**config.mk**
```make
export PLATFORM = sky130hd
export DESIGN_NAME = combination_lock_param
export DESIGN_NICKNAME = d
export VERILOG_FILES = /design/src/rtl/lock_pkg.sv /design/src/rtl/seg_scan_mux.sv /design/src/rtl/combination_lock_param.sv
export SDC_FILE = /design/constraint.sdc
export NUM_CORES = 1
export LEC_CHECK = 0
export BUFFER_PORTS_ARGS = -buffer_cell sky130_fd_sc_hd__clkbuf_2
export CAP_MARGIN = 20
export CORE_UTILIZATION = 62
export CTS_CLUSTER_SIZE = 10
export DETAILED_ROUTE_END_ITERATION = 10
export PLACE_DENSITY = 0.81
export SLEW_MARGIN = 20
export SYNTH_ARGS = -nofsm -noshare
export SYNTH_HDL_FRONTEND = slang
export SYNTH_HIERARCHICAL = 1
export SYNTH_SLANG_ARGS = --single-unit
```
**constraint.sdc**
```tcl
create_clock -name clk -period 3.6 [get_ports clk]
set_input_delay 0.54 -clock clk [delete_from_list [all_inputs] [get_ports clk]]
set_output_delay 0.54 -clock clk [all_outputs]
set_load 0.05 [all_outputs]
```
**src/rtl/lock_pkg.sv**
```systemverilog
// Shared types and display glyphs for the combination lock.
// Glyphs are active-low: bit7 = dp, bits6:0 = g..a.
package lock_pkg;

  typedef enum logic [2:0] {
    StLocked,
    StCheck,
    StOpen,
    StProgram,
    StLockout
  } state_e;

  localparam logic [7:0] GlyphBlank = 8'hFF;
  localparam logic [7:0] GlyphDash  = 8'hBF;
  localparam logic [7:0] GlyphO     = 8'hC0;
  localparam logic [7:0] GlyphP     = 8'h8C;
  localparam logic [7:0] GlyphE     = 8'h86;
  localparam logic [7:0] GlyphN     = 8'hC8;

  function automatic logic [7:0] hex_to_seg(input logic [3:0] v);
    logic [7:0] seg;
    case (v)
      4'h0: seg = 8'hC0;
      4'h1: seg = 8'hF9;
      4'h2: seg = 8'hA4;
      4'h3: seg = 8'hB0;
      4'h4: seg = 8'h99;
      4'h5: seg = 8'h92;
      4'h6: seg = 8'h82;
      4'h7: seg = 8'hF8;
      4'h8: seg = 8'h80;
      4'h9: seg = 8'h90;
      4'hA: seg = 8'h88;
      4'hB: seg = 8'h83;
      4'hC: seg = 8'hC6;
      4'hD: seg = 8'hA1;
      4'hE: seg = 8'h86;
      default: seg = 8'h8E;
    endcase
    return seg;
  endfunction

endpackage

```
**src/rtl/seg_scan_mux.sv**
```systemverilog
// Four-digit seven-segment scanner: rotates one active-low anode every
// REFRESH_CYCLES clocks and drives the matching glyph.
module seg_scan_mux #(
  parameter int unsigned REFRESH_CYCLES = 250
) (
  input  logic        i_clk,
  input  logic        i_reset,
  input  logic [31:0] i_glyphs,
  output logic [7:0]  o_seg_data,
  output logic [3:0]  o_seg_enable
);

  localparam int unsigned RefW = (REFRESH_CYCLES > 1) ? $clog2(REFRESH_CYCLES) : 1;

  logic [RefW-1:0] r_refresh;
  logic [1:0]      r_idx;
  logic            r_active;

  // r_active keeps the display dark for the reset cycle itself.
  always_ff @(posedge i_clk) begin
    if (i_reset) begin
      r_refresh <= '0;
      r_idx     <= '0;
      r_active  <= 1'b0;
    end else begin
      r_active <= 1'b1;
      if (r_active) begin
        if (r_refresh == RefW'(REFRESH_CYCLES - 1)) begin
          r_refresh <= '0;
          r_idx     <= r_idx + 2'd1;
        end else begin
          r_refresh <= r_refresh + RefW'(1);
        end
      end
    end
  end

  always_comb begin
    o_seg_enable = 4'hF;
    o_seg_data   = 8'hFF;
    if (r_active) begin
      o_seg_enable = ~(4'b0001 << r_idx);
      o_seg_data   = i_glyphs[{r_idx, 3'b000} +: 8];
    end
  end

endmodule

```
**src/rtl/combination_lock_param.sv**
```systemverilog
// Parametrised combination lock with reprogrammable code, failed-attempt
// lockout and a multiplexed four-digit status display.
module combination_lock_param
  import lock_pkg::*;
#(
  parameter int unsigned DIGIT_W        = 4,
  parameter int unsigned CODE_LEN       = 4,
  parameter logic [CODE_LEN*DIGIT_W-1:0] DEFAULT_CODE = 16'h1234,
  parameter int unsigned MAX_TRIES      = 3,
  parameter int unsigned LOCKOUT_CYCLES = 1000,
  parameter int unsigned REFRESH_CYCLES = 250
) (
  input  logic               clk,
  input  logic               reset,
  input  logic [DIGIT_W-1:0] x,
  input  logic               enter,
  input  logic               lock,
  input  logic               set_code,
  output logic               door_open,
  output logic               alarm,
  output logic [3:0]         tries_left,
  output logic [7:0]         seven_segment_data,
  output logic [3:0]         seven_segment_enable
);

  localparam int unsigned CodeW  = CODE_LEN * DIGIT_W;
  localparam int unsigned CntW   = $clog2(CODE_LEN + 1);
  localparam int unsigned FailW  = $clog2(MAX_TRIES + 1);
  localparam int unsigned TimerW = (LOCKOUT_CYCLES > 0) ? $clog2(LOCKOUT_CYCLES + 1) : 1;

  state_e              r_state, w_state_next;
  logic [CodeW-1:0]    r_code, w_code_next;
  logic [CodeW-1:0]    r_buf, w_buf_next;
  logic [CntW-1:0]     r_count, w_count_next;
  logic [FailW-1:0]    r_fails, w_fails_next;
  logic [TimerW-1:0]   r_timer, w_timer_next;

  logic [CodeW-1:0]          w_shift;
  logic                      w_last;
  logic [CodeW+4*DIGIT_W-1:0] w_buf_ext;
  logic [31:0]               w_glyphs;

  assign w_shift   = (r_buf << DIGIT_W) | CodeW'(x);
  assign w_last    = (r_count == CntW'(CODE_LEN - 1));
  assign w_buf_ext = {{(4 * DIGIT_W){1'b0}}, r_buf};

  always_ff @(posedge clk) begin
    if (reset) begin
      r_state <= StLocked;
      r_code  <= DEFAULT_CODE;
      r_buf   <= '0;
      r_count <= '0;
      r_fails <= '0;
      r_timer <= '0;
    end else begin
      r_state <= w_state_next;
      r_code  <= w_code_next;
      r_buf   <= w_buf_next;
      r_count <= w_count_next;
      r_fails <= w_fails_next;
      r_timer <= w_timer_next;
    end
  end

  always_comb begin
    w_state_next = r_state;
    w_code_next  = r_code;
    w_buf_next   = r_buf;
    w_count_next = r_count;
    w_fails_next = r_fails;
    w_timer_next = r_timer;
    case (r_state)
      StLocked, StProgram: begin
        // lock outranks enter; a digit in the same cycle is dropped.
        if (lock) begin
          w_buf_next   = '0;
          w_count_next = '0;
          w_state_next = StLocked;
        end else if (enter) begin
          w_buf_next = w_shift;
          if (w_last) begin
            w_count_next = '0;
            if (r_state == StLocked) begin
              w_state_next = StCheck;
            end else begin
              w_code_next  = w_shift;
              w_state_next = StOpen;
            end
          end else begin
            w_count_next = r_count + CntW'(1);
          end
        end
      end
      StCheck: begin
        w_buf_next = '0;
        if (r_buf == r_code) begin
          w_fails_next = '0;
          w_state_next = StOpen;
        end else if (r_fails >= FailW'(MAX_TRIES - 1)) begin
          w_fails_next = FailW'(MAX_TRIES);
          w_timer_next = TimerW'(LOCKOUT_CYCLES);
          w_state_next = StLockout;
        end else begin
          w_fails_next = r_fails + FailW'(1);
          w_state_next = StLocked;
        end
      end
      StOpen: begin
        if (lock) begin
          w_buf_next   = '0;
          w_count_next = '0;
          w_state_next = StLocked;
        end else if (set_code) begin
          w_state_next = StProgram;
        end
      end
      StLockout: begin
        if (r_timer <= TimerW'(1)) begin
          w_fails_next = '0;
          w_timer_next = '0;
          w_state_next = StLocked;
        end else begin
          w_timer_next = r_timer - TimerW'(1);
        end
      end
      default: w_state_next = StLocked;
    endcase
  end

  assign door_open  = (r_state == StOpen) || (r_state == StProgram);
  assign alarm      = (r_state == StLockout);
  assign tries_left = 4'(MAX_TRIES - int'(r_fails));

  // Slot 0 is the rightmost digit and shows the most recent entry.
  always_comb begin
    w_glyphs = {4{GlyphBlank}};
    unique case (r_state)
      StOpen:    w_glyphs = {GlyphO, GlyphP, GlyphE, GlyphN};
      StLockout: w_glyphs = {4{GlyphDash}};
      default: begin
        for (int i = 0; i < 4; i++) begin
          if (i < int'(r_count)) begin
            w_glyphs[i*8 +: 8] = hex_to_seg(4'(w_buf_ext[i*DIGIT_W +: DIGIT_W]));
          end
          if (r_state == StProgram) begin
            w_glyphs[i*8+7] = 1'b0;
          end
        end
      end
    endcase
  end

  seg_scan_mux #(
    .REFRESH_CYCLES(REFRESH_CYCLES)
  ) u_scan (
    .i_clk       (clk),
    .i_reset     (reset),
    .i_glyphs    (w_glyphs),
    .o_seg_data  (seven_segment_data),
    .o_seg_enable(seven_segment_enable)
  );

endmodule
```
* Word level (Yosys, flattened, before mapping)
Memory sizes are Yosys's and may differ from the RTL's. A register that Yosys moved wholly into a read port is not among the register bits.
Cells that the tools add are included.
W data, S select, Z words.
** Operators by class
- Divide/modulo/power cells :: 0
- Shift operators :: 2
- Bitwise operators :: 4
- Add/sub/neg operators :: 6
- Multiplexer cells :: 48
- Reduce and logical (&&, ||, !) cells :: 13
- Multipliers :: 0
- $lt $le $gt $ge :: 6
- Eq/ne operators :: 14
** Operator list (count)
- $pmux W32 S2 :: 1
- $mux W16 :: 3
- $mux W8 :: 6
- $pmux W16 S3 :: 1
- $mux W3 :: 12
- $mux W4 :: 9
- $shiftx A32 B6 Y8 :: 1
- $mux W10 :: 3
- $pmux W10 S2 :: 1
- $eq A16 B16 Y1 :: 1
- $or A16 B4 Y16 :: 1
- $pmux W3 S4 :: 1
- $le A10 B1 Y1 const B :: 1
- $sub A10 B1 Y10 const B :: 1
- $eq A3 B2 Y1 const B :: 3
- $ne A3 B3 Y1 const B :: 3
- $reduce_and A3 Y1 :: 3
- $add A8 B1 Y8 const B :: 1
- $eq A8 B8 Y1 const B :: 1
- $mux W2 :: 4
- $lt A1 B3 Y1 const A :: 2
- $lt A2 B3 Y1 const A :: 2
- $ne A2 B2 Y1 const B :: 3
- $pmux W3 S2 :: 1
- 20 further kinds :: 28
** Word-level totals
- Input bits :: 9
- Bits in writable memories :: 0
- Bits in latches :: 0
- Memories :: 4
- Output and inout bits :: 18
- Bits in read-only memories :: 448
- Register bits after elaboration :: 61
- Word-level logic and storage cells :: 106
** Memory list
- (no name shown) :: words 16, width 7, read ports 1, clocked after memory_dff 1, write ports 0, line lock_pkg.sv:22 : case (v)
- (no name shown) :: words 16, width 7, read ports 1, clocked after memory_dff 1, write ports 0, line lock_pkg.sv:22
- (no name shown) :: words 16, width 7, read ports 1, clocked after memory_dff 1, write ports 0, line lock_pkg.sv:22
- (no name shown) :: words 16, width 7, read ports 1, clocked after memory_dff 1, write ports 0, line lock_pkg.sv:22

* Logic depth before layout (Yosys ltp)
- Word-level depth :: 6
- Depth in mapped cells :: 13
- Depth with buffers taken out :: 10

* Hierarchy
The synthesis kept the hierarchy.
** Modules (own cells, without submodules)
- combination_lock_param :: sequential area each 1561.5 um2, area an instance 4310.4 um2, cells an instance 506, times used 1
- seg_scan_mux :: sequential area each 220.2 um2, area an instance 835.8 um2, cells an instance 83, times used 1

* Worst setup path after synthesis
No wires, ideal clock.
- Kind :: register to output
- Start :: register r_state[1]
- End :: output port seven_segment_data[0]
- Slack :: 0.717 ns
- Cell stages (with the launch flop) :: 8
- Required time :: 3.060 ns
- Data arrival time :: 2.343 ns
- Cells stage by stage :: dfxtp_1 > buf_2 > and2b_1 > and2_1 > clkbuf_1 > o21ai_0 > mux4_2 > nand2b_1
** On the way
- Longest elaborated chain between the ends :: 4
- Elaborated cells on any way between the ends :: 5
** Ends and longest elaborated chain
- start, declared :: line combination_lock_param.sv:31 : state_e r_state, w_state_next;
- start signal, assigned :: line combination_lock_param.sv:49 : r_state <= StLocked;
- start signal, assigned :: line combination_lock_param.sv:56 : r_state <= w_state_next;
- $eq A3 B3 Y1 or $eq A3 B2 Y1 (tied branches) :: line combination_lock_param.sv:137 : unique case (r_state)
- $pmux W32 S2 * :: line combination_lock_param.sv:137
- named net w_glyphs[24] :: line combination_lock_param.sv:41 : logic [31:0] w_glyphs;
- $shiftx A32 B6 Y8 * :: line seg_scan_mux.sv:43 : o_seg_data = i_glyphs[{r_idx, 3'b000} +: 8];
- $mux W8 * :: line seg_scan_mux.sv:41 : if (r_active) begin
- end, declared :: line combination_lock_param.sv:22 : output logic [7:0] seven_segment_data,
The timed path passes the listed nets; every way through them passes the cells marked *.

* Final worst setup path
- Start :: register r_state[1]
- End :: output port seven_segment_data[3]
Same word-level chain as after synthesis.

==> impl_metrics.env <==
export IMPL_status="completed"
export IMPL_dr_pass1_iters=5
export IMPL_synth_edf_count=0
export IMPL_slew_violations=0
export IMPL_grt_max_degree=34
export IMPL_ys_warn_count=6
export IMPL_worst_endpoint_required_ns=3.06
export IMPL_power_density_nw_per_um2=346.7
export IMPL_rsz0062_at_grt="no"
export IMPL_hpwlAfterDp_mm=8.115
export IMPL_gp_congestion=0.8742
export IMPL_place_area_sq_um=5286
export IMPL_final_layout_size_suffix_gt1_share_pct=13.39
export IMPL_synth_flop_cell="dfxtp_1"
export IMPL_diodes=0
export IMPL_grt_pass1_vias=3796
export IMPL_clk_pin_slew_ns=0.09
export IMPL_crit_path_start_kind="register"
export IMPL_final_min_clock_period_ns=3.313
export IMPL_peakVddDrop_mv=0.2148
export IMPL_endpoint="seven_segment_data[3]"
export IMPL_r2r_start="r_state[1]"
export IMPL_maxSlewHeadroom_pct=48.26
export IMPL_h_tree_depth=3
export IMPL_io_buffers=24
export IMPL_ant_nets=0
export IMPL_start_util_pct=65.24
export IMPL_nets=642
export IMPL_path_max_fanout=21
export IMPL_pin_count=27
export IMPL_synth_cell_types=66
export IMPL_highest_layer="met4"
export IMPL_drtIter0Drc=210
export IMPL_fp_coreArea_sq_um=7888
export IMPL_die_w_um=93.11
export IMPL_whs_ns=0.4130
export IMPL_drc=0
export IMPL_skew_ns=0.01091
export IMPL_antenna_found_initial=0
export IMPL_fmax_mhz=301.8
export IMPL_die_area_sq_um=8669
export IMPL_hold_viol_final=0
export IMPL_hp_class="in -> reg"
export IMPL_worstPathArrival_ns=2.77
export IMPL_post_cts_buffers=0
export IMPL_cts_tree="yes"
export IMPL_area_growth_pct=7.075
export IMPL_endpoint_kind="primary output"
export IMPL_rows=32
export IMPL_grt_usage_pct=26.19
export IMPL_critical_path_class="reg -> out"
export IMPL_synth_async_reset_ratio_pct=0
export IMPL_avgViaCountPerCell=6.021
export IMPL_finalCritPeriodShare_pct=92.03
export IMPL_cts_root_buffer="clkbuf_8"
export IMPL_syn_avg_cell_area_sq_um=8.737
export IMPL_netlist_area_sq_um=5146
export IMPL_drv_cap=0
export IMPL_die_h_um=93.11
export IMPL_setup_violations=0
export IMPL_cts_buffer_depth=2
export IMPL_grt_overflow=0
export IMPL_r2r_setup_slack_ns=0.73
export IMPL_drt_wl_total_mm=11.24
export IMPL_synth_cells=589
export IMPL_tns_ns=0
export IMPL_worst_slew_pin_slew_ns=0.7702
export IMPL_finalInstanceArea_sq_um=5510
export IMPL_grt_pass1_wl_mm=18.06
export IMPL_worstSetupStartpoint="r_state[1]"
export IMPL_vias=4257
export IMPL_wire_per_inst_um=15.90
export IMPL_wl_met1_mm=5.124
export IMPL_reg2reg_depth=10
export IMPL_postCtsHoldBufs=0
export IMPL_cts_buffers=9
export IMPL_wl_met2_mm=5.378
export IMPL_synth_seq_cells=89
export IMPL_met3_length_um=552
export IMPL_clkSinkCount=89
export IMPL_ys_seq_area_share_pct=34.62
export IMPL_power_leakage_nw=2.170
export IMPL_insertion_delay_ns=0.36
export IMPL_cts_resized=0
export IMPL_nFillCells=617
==> synthesized netlist by cell type (all sizes together), types with 13 or more instances <==
cell | number | area, sq um
dfxtp | 89 | 1782
nor2 | 64 | 242.7
nand2 | 52 | 195.2
o21ai | 38 | 190.2
a21oi | 36 | 180.2
ha | 33 | 412.9
inv | 30 | 112.6
xor2 | 19 | 166.4
buf | 17 | 115.1
clkbuf | 17 | 63.81
nor2b | 16 | 107.6
a32oi | 14 | 160.2
mux2i | 13 | 130.1
==> critical path: stages, from the launching register on <==
cell      delay (ns)
dfxtp_1         0.55
and2b_1         0.24
and2_1          0.51
o21ai_0         0.21
mux4_2          0.48
nand2b_1        0.15
clkbuf_2        0.26
==> power by group <==
group / switching (W) / total, W / internal, W / leakage (nW)
Clock: 0.000367 / 0.000752 / 0.000385 / 0.115
Combinational: 0.0000940 / 0.000145 / 0.0000507 / 1.34
Sequential: 0.0000169 / 0.00101 / 0.000997 / 0.720
==> metrics by stage <==
stage	cells	setup WS, ns	util (%)	total power (W)
after floorplan	590	0.7171	-	0.001145
after global placement	691	0.7899	67.02	0.001176
after detailed placement	691	0.7187	67.02	0.001180
after CTS	707	0.3258	69.86	0.001913
after global routing	707	0.06907	69.86	0.001975
final	707	0.2868	69.86	0.001910
==> layer usage <==
| layer | GRT usage [%] | vias to the layer above |
|---|---|---|
| met2 | 43.75 | 124 |
| met1 | 34.52 | 2001 |
| li1 | - | 2116 |
| met5 | 0 | - |
| met4 | 8.333 | 0 |
| met3 | 4.390 | 16 |
==> kinds of logic (layout without fill, tap and decap cells) <==
family,Yosys count,in the layout,synth area share (%)
multiplexers,21,21,6.030
other,1,2,0.07287
AO/OA/AOI/OAI,144,144,19.28
XOR/XNOR,25,25,4.255
AND/OR/NAND/NOR,211,211,21.88
buffers and inverters,65,80,5.835
flip-flops,89,89,34.62
adder cells (fa/ha/maj),33,33,8.023
==> final cells by class <==
class	instances	area [sq um]	share of cell area, %
multi-input cells	436	3068	55.68
clock buffers	12	165.2	2.997
inverters	31	121.4	2.203
well taps	102	127.6	2.316
repair buffers	33	187.7	3.406
clock inverters	4	58.81	1.067
flip-flops and latches	89	1782	32.33
==> worst min-delay path by stage <==
stage / start / slack [ns] / end / cells after the start
after floorplan: r_timer[5] / 0.44 / r_timer[5] / 1
after global placement: r_code[15] / 0.45 / r_code[15] / 2
after detailed placement: r_code[10] / 0.46 / r_code[10] / 2
after CTS: x[1] / 0.41 / r_code[1] / 3
after global routing: x[1] / 0.42 / r_code[1] / 3
final: x[1] / 0.41 / r_code[1] / 3
==> layout by cell type (no fill, tap or decap), drive strengths merged, types with 4 or more instances in the layout <==
| cell | n |
|---|---|
| nand4 | 6 |
| or2 | 4 |
| a31oi | 9 |
| a32oi | 14 |
| mux2i | 13 |
| o32ai | 5 |
| nor3b | 5 |
| nand2 | 52 |
| o311a | 4 |
| xor2 | 19 |
| nand2b | 12 |
| o22ai | 8 |
| a21oi | 36 |
| inv | 31 |
| o21ai | 38 |
| nor2 | 64 |
| ha | 33 |
| a32o | 9 |
| or3 | 9 |
| nor4 | 7 |
| buf | 9 |
| nor3 | 10 |
| xnor2 | 6 |
| clkbuf | 36 |
| nor2b | 16 |
| nand3 | 6 |
| nand3b | 5 |
| mux4 | 8 |
| dfxtp | 89 |
| a211oi | 11 |
(Power assumes the default switching activity.)
